### src/rtl/ps2_pkg.sv
// ps2_pkg: shared frame states and scan-code constants for the PS/2 receiver.
// Revision: 1.0
`default_nettype none

package ps2_pkg;

    typedef enum logic [1:0] {
        ST_IDLE   = 2'd0,
        ST_DATA   = 2'd1,
        ST_PARITY = 2'd2,
        ST_STOP   = 2'd3
    } frame_state_t;

    localparam logic [7:0] CODE_EXT    = 8'hE0;
    localparam logic [7:0] CODE_BREAK  = 8'hF0;
    localparam logic [7:0] CODE_PAUSE  = 8'hE1;

    localparam logic [7:0] CODE_BAT_OK = 8'hAA;
    localparam logic [7:0] CODE_ACK    = 8'hFA;
    localparam logic [7:0] CODE_ECHO   = 8'hEE;
    localparam logic [7:0] CODE_RESEND = 8'hFE;
    localparam logic [7:0] CODE_ERR0   = 8'h00;
    localparam logic [7:0] CODE_ERR1   = 8'hFF;

    // Bytes that follow E1 in a Pause make/break sequence and must be swallowed.
    localparam logic [2:0] PAUSE_SKIP  = 3'd7;

    function automatic logic is_protocol_code(input logic [7:0] code);
        return (code == CODE_BAT_OK) || (code == CODE_ACK)  || (code == CODE_ECHO) ||
               (code == CODE_RESEND) || (code == CODE_ERR0) || (code == CODE_ERR1);
    endfunction

endpackage

`default_nettype wire

### src/rtl/ps2_line_filter.sv
// ps2_line_filter: 2-FF synchronizer plus counter debounce with a registered falling-edge pulse.
// Revision: 1.0
`default_nettype none

module ps2_line_filter #(
    parameter int FILTER_LEN = 4
) (
    input  logic clk_sys,
    input  logic reset_n,
    input  logic line_in,
    output logic line_fall
);

    localparam int CNT_W = (FILTER_LEN > 1) ? $clog2(FILTER_LEN) : 1;

    logic             sync1;
    logic             sync2;
    logic             filt;
    logic [CNT_W-1:0] cnt;

    always_ff @(posedge clk_sys or negedge reset_n) begin
        if (!reset_n) begin
            sync1     <= 1'b1;
            sync2     <= 1'b1;
            filt      <= 1'b1;
            cnt       <= '0;
            line_fall <= 1'b0;
        end else begin
            sync1     <= line_in;
            sync2     <= sync1;
            line_fall <= 1'b0;
            // Any sample agreeing with the current level restarts the run count.
            if (sync2 == filt) begin
                cnt <= '0;
            end else if (cnt == CNT_W'(FILTER_LEN - 1)) begin
                filt      <= sync2;
                cnt       <= '0;
                line_fall <= ~sync2;
            end else begin
                cnt <= cnt + 1'b1;
            end
        end
    end

endmodule

`default_nettype wire

### src/rtl/ps2_scancode_rx.sv
// ps2_scancode_rx: PS/2 set-2 frame receiver and E0/F0/E1 prefix folder producing key events.
// Revision: 1.0. Optional frame watchdog enabled by defining PS2RX_TIMEOUT_EN.
`default_nettype none

module ps2_scancode_rx
    import ps2_pkg::*;
#(
    parameter int FILTER_LEN     = 4,
    parameter int TIMEOUT_CYCLES = 48000
) (
    input  logic       clk_sys,
    input  logic       reset_n,
    input  logic       ps2_clk,
    input  logic       ps2_dat,
    output logic       key_strobe,
    output logic       key_pressed,
    output logic       key_extended,
    output logic [7:0] key_code,
    output logic       frame_err
);

    logic         clk_fall;
    logic         dat_meta;
    logic         dat_sync;
    frame_state_t state;
    logic [2:0]   bit_cnt;
    logic [7:0]   shreg;
    logic         par_bit;
    logic         byte_valid;
    logic         timeout_hit;
    logic         ext;
    logic         rel;
    logic [2:0]   skip_cnt;

    ps2_line_filter #(
        .FILTER_LEN (FILTER_LEN)
    ) u_clk_filter (
        .clk_sys   (clk_sys),
        .reset_n   (reset_n),
        .line_in   (ps2_clk),
        .line_fall (clk_fall)
    );

    always_ff @(posedge clk_sys or negedge reset_n) begin
        if (!reset_n) begin
            dat_meta <= 1'b1;
            dat_sync <= 1'b1;
        end else begin
            dat_meta <= ps2_dat;
            dat_sync <= dat_meta;
        end
    end

`ifdef PS2RX_TIMEOUT_EN
    localparam int WD_W = $clog2(TIMEOUT_CYCLES + 1);

    logic [WD_W-1:0] wd_cnt;

    always_ff @(posedge clk_sys or negedge reset_n) begin
        if (!reset_n) begin
            wd_cnt <= '0;
        end else if (clk_fall || (state == ST_IDLE)) begin
            wd_cnt <= '0;
        end else if (wd_cnt != WD_W'(TIMEOUT_CYCLES)) begin
            wd_cnt <= wd_cnt + 1'b1;
        end
    end

    // A falling edge arriving together with expiry keeps the frame alive.
    assign timeout_hit = (state != ST_IDLE) && (wd_cnt == WD_W'(TIMEOUT_CYCLES)) && !clk_fall;
`else
    assign timeout_hit = 1'b0;
`endif

    always_ff @(posedge clk_sys or negedge reset_n) begin
        if (!reset_n) begin
            state      <= ST_IDLE;
            bit_cnt    <= 3'd0;
            shreg      <= 8'h00;
            par_bit    <= 1'b0;
            byte_valid <= 1'b0;
            frame_err  <= 1'b0;
        end else begin
            byte_valid <= 1'b0;
            frame_err  <= 1'b0;
            if (timeout_hit) begin
                state     <= ST_IDLE;
                frame_err <= 1'b1;
            end else if (clk_fall) begin
                case (state)
                    ST_IDLE: begin
                        if (!dat_sync) begin
                            state   <= ST_DATA;
                            bit_cnt <= 3'd0;
                        end
                    end
                    ST_DATA: begin
                        shreg <= {dat_sync, shreg[7:1]};
                        if (bit_cnt == 3'd7) begin
                            state <= ST_PARITY;
                        end else begin
                            bit_cnt <= bit_cnt + 3'd1;
                        end
                    end
                    ST_PARITY: begin
                        par_bit <= dat_sync;
                        state   <= ST_STOP;
                    end
                    ST_STOP: begin
                        if (dat_sync && (^{shreg, par_bit})) begin
                            byte_valid <= 1'b1;
                        end else begin
                            frame_err <= 1'b1;
                        end
                        state <= ST_IDLE;
                    end
                    default: state <= ST_IDLE;
                endcase
            end
        end
    end

    // shreg stays stable in the byte_valid cycle: no new start bit can land that soon.
    always_ff @(posedge clk_sys or negedge reset_n) begin
        if (!reset_n) begin
            ext          <= 1'b0;
            rel          <= 1'b0;
            skip_cnt     <= 3'd0;
            key_strobe   <= 1'b0;
            key_pressed  <= 1'b0;
            key_extended <= 1'b0;
            key_code     <= 8'h00;
        end else begin
            key_strobe <= 1'b0;
            if (frame_err) begin
                ext      <= 1'b0;
                rel      <= 1'b0;
                skip_cnt <= 3'd0;
            end else if (byte_valid) begin
                if (skip_cnt != 3'd0) begin
                    skip_cnt <= skip_cnt - 3'd1;
                end else if (shreg == CODE_PAUSE) begin
                    skip_cnt <= PAUSE_SKIP;
                end else if (shreg == CODE_EXT) begin
                    ext <= 1'b1;
                end else if (shreg == CODE_BREAK) begin
                    rel <= 1'b1;
                end else if (!(is_protocol_code(shreg) && !ext && !rel)) begin
                    key_code     <= shreg;
                    key_extended <= ext;
                    key_pressed  <= ~rel;
                    key_strobe   <= 1'b1;
                    ext          <= 1'b0;
                    rel          <= 1'b0;
                end
            end
        end
    end

endmodule

`default_nettype wire

### config.mk
export PLATFORM = sky130hd
export DESIGN_NAME = ps2_scancode_rx
export DESIGN_NICKNAME = d
export VERILOG_FILES = /design/src/rtl/ps2_pkg.sv /design/src/rtl/ps2_line_filter.sv /design/src/rtl/ps2_scancode_rx.sv
export SDC_FILE = /design/constraint.sdc
export NUM_CORES = 1
export LEC_CHECK = 0
export CORE_AREA = 2 2 67 69
export DETAILED_ROUTE_END_ITERATION = 12
export DIE_AREA = 0 0 69 71
export DONT_BUFFER_PORTS = 1
export PLACE_DENSITY_LB_ADDON = 0.3
export SETUP_SLACK_MARGIN = 0.5
export SYNTH_ARGS = -nofsm -noshare
export SYNTH_HDL_FRONTEND = slang
export SYNTH_SLANG_ARGS = --single-unit
export TNS_END_PERCENT = 20
### constraint.sdc
create_clock -name clk_sys -period 4.1 [get_ports clk_sys]
set_input_delay 0.82 -clock clk_sys [delete_from_list [all_inputs] [get_ports clk_sys]]
set_output_delay 0.82 -clock clk_sys [all_outputs]
set_load 0.005 [all_outputs]
* Word level (Yosys, flattened, before mapping)
Index checks and enable logic that the tools add are counted.
Storage, ports and cells: input bits 4, output and inout port bits 12, flip-flop bits (word level) 40
Operators by class: mux-type cells 40, bitwise operators 9, eq/ne operators 23, reductions and logical operators 26, $add $sub $neg 3
Operator list (number):
- == test 8 bit, second input constant | 8
- two-way mux 1 bit | 28
- two-way mux 3 bit | 6
- inequality test 2 bit, second input constant | 6
- AND reduction 5 bit | 2
- inequality test 3 bit, second input constant | 3
- inverter 1 bit | 9
- parity 9 bit | 1
- logical NOT 8 bit | 1
- two-way mux 2 bit | 4
- case mux 2 bit (4 select lines) | 1
- AND reduction 2 bit | 4
- AND reduction 7 bit | 1
- == test 2 bit, second input constant | 3
- case mux 3 bit (2 select lines) | 1
- nonzero test 3 bit | 2
- logical OR 1 bit | 5
- AND reduction 4 bit | 1
- nonzero test 2 bit | 2
- adder 3 x 1 -> 3 bit, second input constant | 1
- == test 3 bit, second input constant | 1
- logical AND 1 bit | 3
- AND reduction 3 bit | 1
- subtractor 3 x 1 -> 3 bit, second input constant | 1
- 5 further kinds | 6

* Depth between registers and ports, before layout
Gate-level depths: netlist of the first run.
word-level depth 15, gate-level depth with buffers 7, mapped depth without buffers 7

* By module
Synthesis of the first run repeated with hierarchy kept, for this count alone.
Unflattened totals: cell total of the unflattened synthesis 153, area, all modules 1898.1 um^2
By module, submodules not included:
- ps2_scancode_rx | area each 1685.4 um^2, cells each 141, times used 1
- ps2_line_filter | area each 212.7 um^2, cells each 12, times used 1

* Worst setup path before layout of the first run
OpenSTA, ideal clock, no wires.
kind flip-flop to flip-flop, start point register shreg[0], end point register key_code[1], data arrival time 1.891 ns, clock period less this slack 2.016 ns, slack 2.084 ns, library setup time 0.125 ns, stages on the path, launching flop included 8, path through dfrtp_1 buf_6 or4_1 or3_1 o21ai_2 a2111oi_2 buf_6 mux2_4
On the way: word-level cells in the longest chain between the ends 10, elaborated cells on any way between the ends 21, those cells by class eq/ne (8); bitwise (4); reduce/logical (9)
Ends and longest elaborated chain:
- start, declared | line ps2_scancode_rx.sv:27 | logic [7:0] shreg;
- start signal, assigned | line ps2_scancode_rx.sv:98 | shreg <= {dat_sync, shreg[7:1]};
- == test 8 bit | line ps2_pkg.sv:29 | return (code == CODE_BAT_OK) || (code == CODE_ACK) || (code == CODE_ECHO) ||
- logical OR 1 bit (3 in a row) | line ps2_pkg.sv:29
- logical OR 1 bit (2 in a row) | line ps2_pkg.sv:30 | (code == CODE_RESEND) || (code == CODE_ERR0) || (code == CODE_ERR1);
- logical AND 1 bit (2 in a row) | line ps2_scancode_rx.sv:148 | end else if (!(is_protocol_code(shreg) && !ext && !rel)) begin
- inverter 1 bit (no line)
- AND reduction 7 bit (no line) (*)
- end signal, assigned | line ps2_scancode_rx.sv:149 | key_code <= shreg;
- end, declared | line ps2_scancode_rx.sv:18 | output logic [7:0] key_code,
Mark *: on every way between the ends. The rest lies on a longest branch, timed or not. A chain may end at the register's enable or synchronous reset.

* Final worst setup path of the first run
start point register shreg[4], end point register key_code[0]
The elaborated chain is that of the path after synthesis.

==> run_results.csv, run 1 <==
group,metric,value,unit
run_status,status,"completed",
floorplan,pin_count,16,
timing,setup_viol,0,
clock_network,post_cts_buffers,0,
synthesis,async_flop_share,100,%
synthesis,synth.top_cell.area_share,46.4,%
synthesis,yosys_register_bits,40,
power_and_ir_drop,p_sw,0.183,mW
synthesis,ys_seq_area_share,53.3,%
critical_path,crit_path_max_fanout,11,
clock_network,post_cts_resize_count,0,
power_and_ir_drop,leakage,0.949,nW
synthesis,synth_edf_count,0,
synthesis,syn_nets,165,
power_and_ir_drop,clockPowerShare,33.3,%
floorplan,die_w,69,microns
finish,drive_gt1_share,22.3,%
place,hpwl,2060,microns
routing,wirelength,3030,microns
place,pre_cts_slack,1700,ps
synthesis,avgSynthCellArea,12.4,sq um
routing,postRouteAntennaNets,0,
timing,fin_setup_tns,0,ps
job,drv_cap,0,
place,dp_cells,201,
finish,fin_nets,169,
timing,timing.final.ws_setup,1710,ps
global_routing,grt_pass1_wl,5230,microns
clock_network,clk_path_buf_depth,2,
power_and_ir_drop,seqPwrFrac,56.9,%
power_and_ir_drop,peakVddDrop,204,uV
clock_network,cts.sinks,40,
synthesis,yosys.area.top_type,"dfrtp_1",
timing,rsz0062_at_grt,"false",
critical_path,required,4270,ps
critical_path,crit_path_end_kind,"register",
routing,viasPerCell,5.40,
timing,finClkSkew,5.19,ps
floorplan,start_util,44.9,%
clock_network,worstSkewPairLatency,280,ps
critical_path,crit_type,"register to register",
finish,stdcell_area,2030,sq um
global_routing,grt_pass1_vias,1124,
timing,min_period,2390,ps
global_routing,antenna_found_initial,0,
place,dpl_cell_area,1940,sq um
synthesis,yosys_warnings,0,
critical_path,cp-start-kind,"register",
synthesis,yosysMostFrequentCell,"dfrtp_1",
clock_network,cts_buffers,5,
synthesis,synth_area,1890,sq um
floorplan,row_count,24,
critical_path,arrival,2570,ps
synthesis,synthTopCellsByCount,"dfrtp_1 (35), mux2_2 (13), nand2_1 (10), nor2_1 (10), ha_1 (9)",
power_and_ir_drop,cell_internal_pwr,0.603,mW
floorplan,core_area,4200,sq um
floorplan,dieArea,4900,sq um
power_and_ir_drop,p_per_area,387,nW/um^2
synthesis,netlist_instances,152,
timing,max-slew-margin-rel,33.5,%
global_routing,grt_max_degree,41,
routing,drtIter0Drc,95,
clock_network,clk_pin_slew,70,ps
power_and_ir_drop,p_sw_share,23.3,%
synthesis,netlist_top_cells_area,"dfrtp_1 (46%), mux2_2 (7.7%), dfstp_2 (7.0%)",
timing,worst_slew_pin_slew,998,ps
clock_network,cts_tree,"built",
clock_network,htree_levels,2,
place,gp_congestion,0.829,
finish,final_cells,209,
clock_network,cts-root-buf,"clkbuf_8",
power_and_ir_drop,p_comb_share,9.8,%
timing,period_share,58.3,%
global_routing,grt_util_all_layers,13.5,%
floorplan,die_h,71,microns
clock_network,cts_hold_buf,0,
place,port_buffers,0,
finish,area_growth,7.42,%
synthesis,synth_cell_type_count,38,
timing,hold_violations,0,
routing,wire_per_inst,14.5,microns
synthesis,synthFlopType,"dfrtp_1",
finish,diodes,0,
timing,fmax,418,MHz
global_routing,globalRouteOverflowTotal,0,
hold_path,min_path_type,"primary input to async pin",
timing,drv_slew,0,
routing,dr.pass1.iters,4,
routing,num_vias,1129,
routing,drcViolationCount,0,
==> cell type report <==
type | instances | area (sq um)
well taps | 52 | 65.1
inverters | 7 | 26.3
multi-input cells | 102 | 841
fillers | 388 | 2170
flip-flops and latches | 40 | 1010
clock buffers | 8 | 90.1
==> per-stage QoR <==
stage	power, mW	hold slack (ps)	util, %
6_report	0.785	222	48.3
5_1_grt	0.829	201	48.3
4_1_cts	0.801	208	48.3
3_5_place_dp	0.534	348	46.1
3_3_place_gp	0.525	348	46.1
2_1_floorplan	0.512	345	-
==> worst max-delay path: stages, from the launching register on <==
cell	delay (ps)
dfrtp_1	530
a2111oi_0	190
a31oi_1	170
nor2_1	80
a2111oi_4	900
mux2_2	410
==> cells by family (layout without fill, tap and decap cells) <==
group	count (synthesis)	after routing	share of synthesized area, %
DFF	40	40	53.3
muxes	22	22	14.6
buffers and inverters	10	15	2.85
and+or+nand+nor	40	40	10.7
adders and majority gates	9	9	5.96
AOI/OAI and AO/OA	23	23	8.08
xor gates and xnor gates	8	8	4.44
==> power by group through the flow <==
stage / clock network (mW) / registers (mW) / logic (mW)
after global placement: 0 / 0.452 / 0.0733
after floorplan: 0 / 0.448 / 0.0641
after CTS: 0.274 / 0.447 / 0.0802
after detailed placement: 0 / 0.454 / 0.0800
final: 0.261 / 0.447 / 0.0773
after global routing: 0.290 / 0.450 / 0.0893
==> registers in the layout, indices dropped and copies added (netlist names) <==
| register | count |
|---|---|
| state | 2 |
| u_clk_filter.filt | 1 |
| par_bit | 1 |
| dat_meta | 1 |
| u_clk_filter.line_fall | 1 |
| ext | 1 |
| key_pressed | 1 |
| byte_valid | 1 |
| shreg | 8 |
| rel | 1 |
| dat_sync | 1 |
| bit_cnt | 3 |
| skip_cnt | 3 |
| key_strobe | 1 |
| frame_err | 1 |
| key_extended | 1 |
| key_code | 8 |
| u_clk_filter.cnt | 2 |
| u_clk_filter.sync2 | 1 |
| u_clk_filter.sync1 | 1 |
==> cell usage in the layout, fill, tap and decap left out, types with 2 or more instances in the layout <==
master | netlist | routed
dfrtp_1 | 35 | 35
nor3_1 | 3 | 3
xnor2_1 | 6 | 6
and3_1 | 2 | 2
mux2_4 | 8 | 8
nand2_1 | 10 | 10
ha_1 | 9 | 9
clkbuf_1 | 0 | 2
o21ai_0 | 6 | 6
a311oi_1 | 2 | 2
nand2b_1 | 2 | 2
o21a_1 | 2 | 2
mux2_2 | 13 | 13
nor2_1 | 10 | 10
clkbuf_8 | 0 | 6
nor2b_1 | 2 | 2
or3_1 | 2 | 2
a21oi_1 | 6 | 6
dfstp_2 | 5 | 5
nor3b_1 | 2 | 2
inv_1 | 7 | 7
==> final timing paths <==
path	start	end	slack (ps)	cells after the start
max	shreg[4]	key_code[0]	1710	5
min	reset_n	key_strobe	220	0
max reg2reg	shreg[4]	key_code[0]	1710	5
min reg2reg	dat_meta	dat_sync	360	0
max in group asynchronous	reset_n	u_clk_filter.sync2	3690	0
min in group clk_sys	dat_meta	dat_sync	360	0
==> metal layers <==
metal / part of all wire, % / GRT usage, % / vias up / wire length [microns]
li1: - / - / 535 / -
met1: 44 / 15.9 / 561 / 1340
met2: 50 / 22.4 / 25 / 1500
met3: 4.0 / 4.56 / 8 / 120
met4: 2.3 / 6.10 / 0 / 69
met5: 0 / 0 / - / 0
Note: power is estimated with default switching activity, not from simulation.
==> inputs of run 2 (changes only) <==
==> constraint.sdc (replaced) <==
create_clock -name clk_sys -period 2 [get_ports clk_sys]
set_input_delay 0.4 -clock clk_sys [delete_from_list [all_inputs] [get_ports clk_sys]]
set_output_delay 0.4 -clock clk_sys [all_outputs]
set_load 0.005 [all_outputs]
==> run 2 against run 1 <==
  * The run now ends with negative setup slack left
  * Via count rose by 13%
  * Design area grew 22%
  * Sequential share of layout area is 8.9 points lower
  * Sequential power is 110% higher
  * Combinational power grew to 3.1 times the previous value
  * Global-route usage grew 2.8 points
  * Cell count increased by 16%
  * Clock skew grew 7.9 ps
  * Power up 140%
  * Largest power group unchanged
==> run_results.csv, run 2 (synthesized netlist as in run 1, its figures left out) <==
group,metric,value,unit
run_status,status,"finished with violations",
run_status,violations,"negative setup slack",
clock_network,worstSkewPairLatency,300,ps
place,gp_congestion,0.889,
finish,drive_gt1_share,48.4,%
power_and_ir_drop,seqPwrFrac,49.0,%
timing,drv_slew,0,
global_routing,antenna_found_initial,0,
clock_network,htree_levels,2,
finish,largestRegisters,"key_code (8), shreg (8)",
clock_network,cts-root-buf,"clkbuf_8",
routing,drtIter0Drc,64,
floorplan,die_w,69,microns
floorplan,dieArea,4900,sq um
finish,final_cell_mix,"dfrtp_1 (34), buf_4 (28), mux2_2 (11)",
global_routing,grt_util_all_layers,16.3,%
timing,rsz0062_at_grt,"true",
global_routing,globalRouteOverflowTotal,0,
global_routing,grt_pass1_vias,1353,
timing,worst_slew_pin_slew,365,ps
critical_path,rr_startpoint,"shreg[3]",
clock_network,cts.sinks,40,
critical_path,cp-start-kind,"register",
power_and_ir_drop,leakage,1.16,nW
routing,drcViolationCount,0,
power_and_ir_drop,finalPower,1.87,mW
finish,layout_commonest_cell,"dfrtp_1",
timing,holdWs,104,ps
job,drv_cap,0,
timing,min_period,2050,ps
routing,postRouteAntennaNets,0,
critical_path,critPathSlowestCell,"dfrtp_1",
hold_path,min_path_type,"primary input to register",
power_and_ir_drop,clockPowerShare,38.3,%
routing,wire_per_inst,15.2,microns
power_and_ir_drop,cell_internal_pwr,1.43,mW
clock_network,cts_tree,"built",
finish,fin_nets,202,
power_and_ir_drop,p_sw_share,23.9,%
clock_network,cts_buffers,5,
critical_path,arrival,2230,ps
clock_network,clk_pin_slew,80,ps
hold_path,hp-start,"ps2_dat",
routing,dr.pass1.iters,4,
finish,stdcell_area,2470,sq um
power_and_ir_drop,peakVddDrop,519,uV
critical_path,startpoint,"shreg[3]",
global_routing,grt_max_degree,41,
critical_path,path_cells,"buf_6 > or3_4 > or3_1 > o21ai_2 > a2111oi_4 > buf_12 > mux2_4",
timing,max-slew-margin-rel,75.0,%
routing,wirelength,3680,microns
power_and_ir_drop,p_per_area,758,nW/um^2
floorplan,die_h,71,microns
place,hpwl,2510,microns
floorplan,start_util,44.9,%
critical_path,path_delay_family,"simple AND/OR/NAND/NOR gates",
timing,period_share,103,%
finish,nFillCells,352,
critical_path,critPathMaxStageDelay,390,ps
critical_path,crit_path_max_fanout,10,
floorplan,core_area,4200,sq um
floorplan,pin_count,16,
finish,diodes,0,
critical_path,crit_type,"register to register",
timing,timing.final.ws_setup,-51.5,ps
power_and_ir_drop,p_sw,0.448,mW
timing,setup_viol,9,
critical_path,required,2180,ps
global_routing,grt_pass1_wl,6270,microns
timing,hold_violations,0,
routing,viasPerCell,5.27,
place,port_buffers,0,
finish,area_growth,30.9,%
timing,fin_setup_tns,-399,ps
timing,finClkSkew,13.1,ps
power_and_ir_drop,p_comb_share,12.8,%
critical_path,worst-path-buf-inv,2,
place,dpl_cell_area,2150,sq um
critical_path,crit_path_end_kind,"register",
timing,fmax,487,MHz
routing,num_vias,1275,
clock_network,clk_path_buf_depth,2,
floorplan,row_count,24,
-- run 2: area by class of cell --
| type | count | area (sq um) | area share [%] |
|---|---|---|---|
| clock buffer | 7 | 96.3 | 3.89 |
| clock inverter | 1 | 30.0 | 1.21 |
| inverter | 7 | 26.3 | 1.06 |
| multi-input combinational | 102 | 965 | 39.0 |
| sequential | 40 | 1010 | 40.8 |
| tap | 52 | 65.1 | 2.63 |
| timing repair buffer | 33 | 283 | 11.4 |
-- run 2: per-layer routing --
metal  up-vias  wire length, microns  GRT usage [%]
met4         0                    80           5.88
li1        608                     -              -
met3         9                   104           4.70
met5         -                     0              0
met2        22                  1990           29.1
met1       636                  1510           18.8
-- run 2: path summary, 6_finish.rpt --
path	depth (start not counted)	end	slack (ps)
worst max register to register	7	key_code[5]	-50
worst min register to register	0	u_clk_filter.sync2	360
max in group asynchronous	2	dat_meta	1170
worst min-delay path	0	dat_meta	100
worst max-delay path	7	key_code[5]	-50
min in group asynchronous	2	key_extended	550
-- run 2: timing repair --
action	CTS	global route
hold buffers	2	0
buffers inserted	3	0
pin swaps	4	17
setup endpoints to repair	21	31
endpoints found under the hold margin	40	0
resized for setup	7	31
-- run 2: through the flow --
step	util (%)	worst slack (ps)	instances
3_5_place_dp	51.1	-323	229
6_report	58.8	-51.5	242
3_3_place_gp	51.1	-252	229
2_1_floorplan	-	-15.9	152
5_1_grt	58.8	-128	242
4_1_cts	56.3	-29.2	242
-- run 2: worst reg2reg max path: cells and delay by family, from the launching register on --
family | cells | cell delay [ps]
AO/OA/AOI/OAI | 2 | 220
buffers and inverters | 2 | 300
flip-flops | 1 | 390
multiplexers | 1 | 290
AND/OR/NAND/NOR | 2 | 740
-- run 2: power groups by stage --
stage / logic (mW) / registers, mW / clock network (mW)
6_report: 0.239 / 0.918 / 0.718
5_1_grt: 0.279 / 0.925 / 0.771
4_1_cts: 0.198 / 0.912 / 0.736
3_5_place_dp: 0.175 / 0.928 / 0
3_3_place_gp: 0.159 / 0.924 / 0
2_1_floorplan: 0.131 / 0.919 / 0
==> inputs of run 3 (changes only) <==
--- a/config.mk
+++ b/config.mk
@@ -6,11 +6,13 @@
 export NUM_CORES = 1
 export LEC_CHECK = 0
 export CORE_AREA = 2 2 67 69
+export CTS_CLUSTER_DIAMETER = 60
 export DETAILED_ROUTE_END_ITERATION = 12
 export DIE_AREA = 0 0 69 71
 export DONT_BUFFER_PORTS = 1
 export PLACE_DENSITY_LB_ADDON = 0.3
 export SETUP_SLACK_MARGIN = 0.5
+export SKIP_LAST_GASP = 1
 export SYNTH_ARGS = -nofsm -noshare
 export SYNTH_HDL_FRONTEND = slang
 export SYNTH_SLANG_ARGS = --single-unit
==> run 3 against run 2 <==
  * The run still ends with negative setup slack left
  * Critical endpoint unchanged
  * Non-clock buffer count unchanged
  * Via count down 1.2%
  * Sequential cell count unchanged
  * Count of clock-buffer cells in the layout unchanged
  * Global-route usage shrank 0.73 points
==> run_results.csv, run 3 (synthesized netlist as in run 1, its figures left out) <==
group,metric,value,unit
run_status,status,"finished with violations",
run_status,violations,"negative setup slack",
floorplan,row_count,24,
routing,postRouteAntennaNets,0,
finish,area_growth,24.0,%
floorplan,die_h,71,microns
global_routing,grt_max_degree,41,
finish,diodes,0,
power_and_ir_drop,seqPwrFrac,50.1,%
critical_path,crit_path_max_fanout,10,
timing,timing.final.ws_setup,-37.2,ps
power_and_ir_drop,peakVddDrop,423,uV
timing,drv_slew,0,
finish,drive_gt1_share,36.8,%
place,port_buffers,0,
routing,drtIter0Drc,94,
place,dp_cells,229,
critical_path,timing.rr.end,"key_code[5]",
timing,fmax,491,MHz
critical_path,arrival,2220,ps
clock_network,clk_pin_slew,80,ps
floorplan,core_area,4200,sq um
floorplan,dieArea,4900,sq um
critical_path,crit_type,"register to register",
global_routing,antenna_found_initial,0,
routing,num_vias,1260,
finish,fin_util,55.7,%
power_and_ir_drop,p_comb_share,10.6,%
routing,drcViolationCount,0,
global_routing,grt_pass1_wl,6010,microns
critical_path,endpoint,"key_code[5]",
critical_path,path_cells,"or4_1 > or3_1 > o21ai_2 > a2111oi_4 > buf_12 > mux2_4",
clock_network,cts-root-buf,"clkbuf_8",
finish,largestRegisters,"key_code (8), shreg (8)",
floorplan,start_util,44.9,%
power_and_ir_drop,leakage,1.14,nW
global_routing,grt_util_all_layers,15.6,%
timing,worst_slew_pin_slew,366,ps
timing,holdWs,104,ps
timing,min_period,2040,ps
clock_network,cts_buffers,5,
critical_path,critPathSlowestCell,"or4_1",
place,pre_cts_slack,-323,ps
timing,setup_viol,8,
global_routing,globalRouteOverflowTotal,0,
critical_path,reg2regPathDepth,6,
timing,finClkSkew,8.97,ps
timing,period_share,102,%
power_and_ir_drop,p_sw_share,22.8,%
floorplan,pin_count,16,
critical_path,crit_path_end_kind,"register",
clock_network,clk_path_buf_depth,2,
clock_network,cts.sinks,40,
hold_path,min_path_type,"primary input to register",
routing,dr.pass1.iters,4,
routing,wire_per_inst,14.3,microns
routing,viasPerCell,5.21,
critical_path,rr_startpoint,"shreg[4]",
clock_network,cts_tree,"built",
power_and_ir_drop,p_per_area,776,nW/um^2
critical_path,startpoint,"shreg[4]",
power_and_ir_drop,finalPower,1.82,mW
timing,hold_violations,0,
clock_network,worstSkewPairLatency,290,ps
power_and_ir_drop,cell_internal_pwr,1.40,mW
critical_path,rrSetupSlack,-40,ps
finish,final_cells,242,
routing,wirelength,3470,microns
clock_network,htree_levels,2,
floorplan,die_w,69,microns
power_and_ir_drop,p_sw,0.414,mW
job,drv_cap,0,
timing,max-slew-margin-rel,75.0,%
global_routing,grt_pass1_vias,1328,
finish,layout_commonest_cell,"dfrtp_1",
critical_path,required,2180,ps
critical_path,critPathMaxStageDelay,500,ps
finish,fin_nets,202,
critical_path,cp-start-kind,"register",
place,hpwl,2510,microns
timing,rsz0062_at_grt,"true",
place,gp_congestion,0.889,
power_and_ir_drop,clockPowerShare,39.3,%
finish,final_cell_mix,"dfrtp_1 (34), buf_4 (30), mux2_2 (13)",
-- run 3: changes by cell type in the layout (fill, tap and decap cells not counted), moves of 3 or more --
cell / before / now
ha_1: 5 / 9
ha_4: 3 / 0
inv_1: 2 / 7
inv_2: 5 / 0
nor2_1: 7 / 10
nor2_2: 3 / 0
o21ai_0: 2 / 6
o21ai_1: 3 / 0
-- run 3: worst min path at each step --
stage | slack [ps] | endpoint | cells after the start | from
6_report | 100 | dat_meta | 0 | ps2_dat
5_1_grt | 80 | u_clk_filter.sync1 | 0 | ps2_clk
4_1_cts | 90 | dat_meta | 0 | ps2_dat
3_5_place_dp | 110 | key_code[1] | 0 | reset_n
3_3_place_gp | 110 | key_code[1] | 0 | reset_n
2_1_floorplan | 100 | bit_cnt[0] | 0 | reset_n
-- run 3: power groups by stage --
| stage | registers, mW | clock network, mW | logic, mW |
|---|---|---|---|
| global placement | 0.924 | 0 | 0.159 |
| global route | 0.921 | 0.773 | 0.231 |
| finish | 0.911 | 0.714 | 0.193 |
| floorplan | 0.919 | 0 | 0.131 |
| detailed placement | 0.928 | 0 | 0.175 |
| CTS | 0.912 | 0.736 | 0.198 |
-- run 3: through the flow --
| stage | setup TNS, ps | cell area, sq um |
|---|---|---|
| after detailed placement | -2570 | 2150 |
| after global placement | -1850 | 2150 |
| after CTS | -194 | 2340 |
| final | -270 | 2340 |
| after global routing | -1110 | 2340 |
| after floorplan | -127 | 1890 |
-- run 3: cell type report --
cell class,instances,area [sq um]
Fill cell,360,1860
Sequential cell,40,1010
Multi-Input combinational cell,102,841
Timing Repair Buffer,33,275
Clock buffer,7,96.3
Tap cell,52,65.1
Clock inverter,1,30.0
Inverter,7,26.3
-- run 3: critical path, delay by kind of cell, from the launching register on --
kind / cells / cell delay, ps
multiplexers: 1 / 290
flip-flops: 1 / 420
AO/OA/AOI/OAI: 2 / 220
buffers and inverters: 1 / 170
AND/OR/NAND/NOR: 2 / 830
-- run 3: repair_timing --
| item | CTS | global route |
|---|---|---|
| pin swaps | 1 | 1 |
| gates resized for setup | 1 | 0 |
| hold endpoints to repair | 40 | 0 |
| setup endpoints to repair | 21 | 31 |
| buffers inserted | 3 | 0 |
| hold buffers | 2 | 0 |
-- run 3: per-layer routing --
| layer | part of all wire, % | global-route usage (%) |
|---|---|---|
| met1 | 41 | 18.2 |
| met2 | 53 | 27.5 |
| met3 | 3.5 | 4.70 |
| met4 | 2.0 | 5.23 |
| met5 | 0 | 0 |
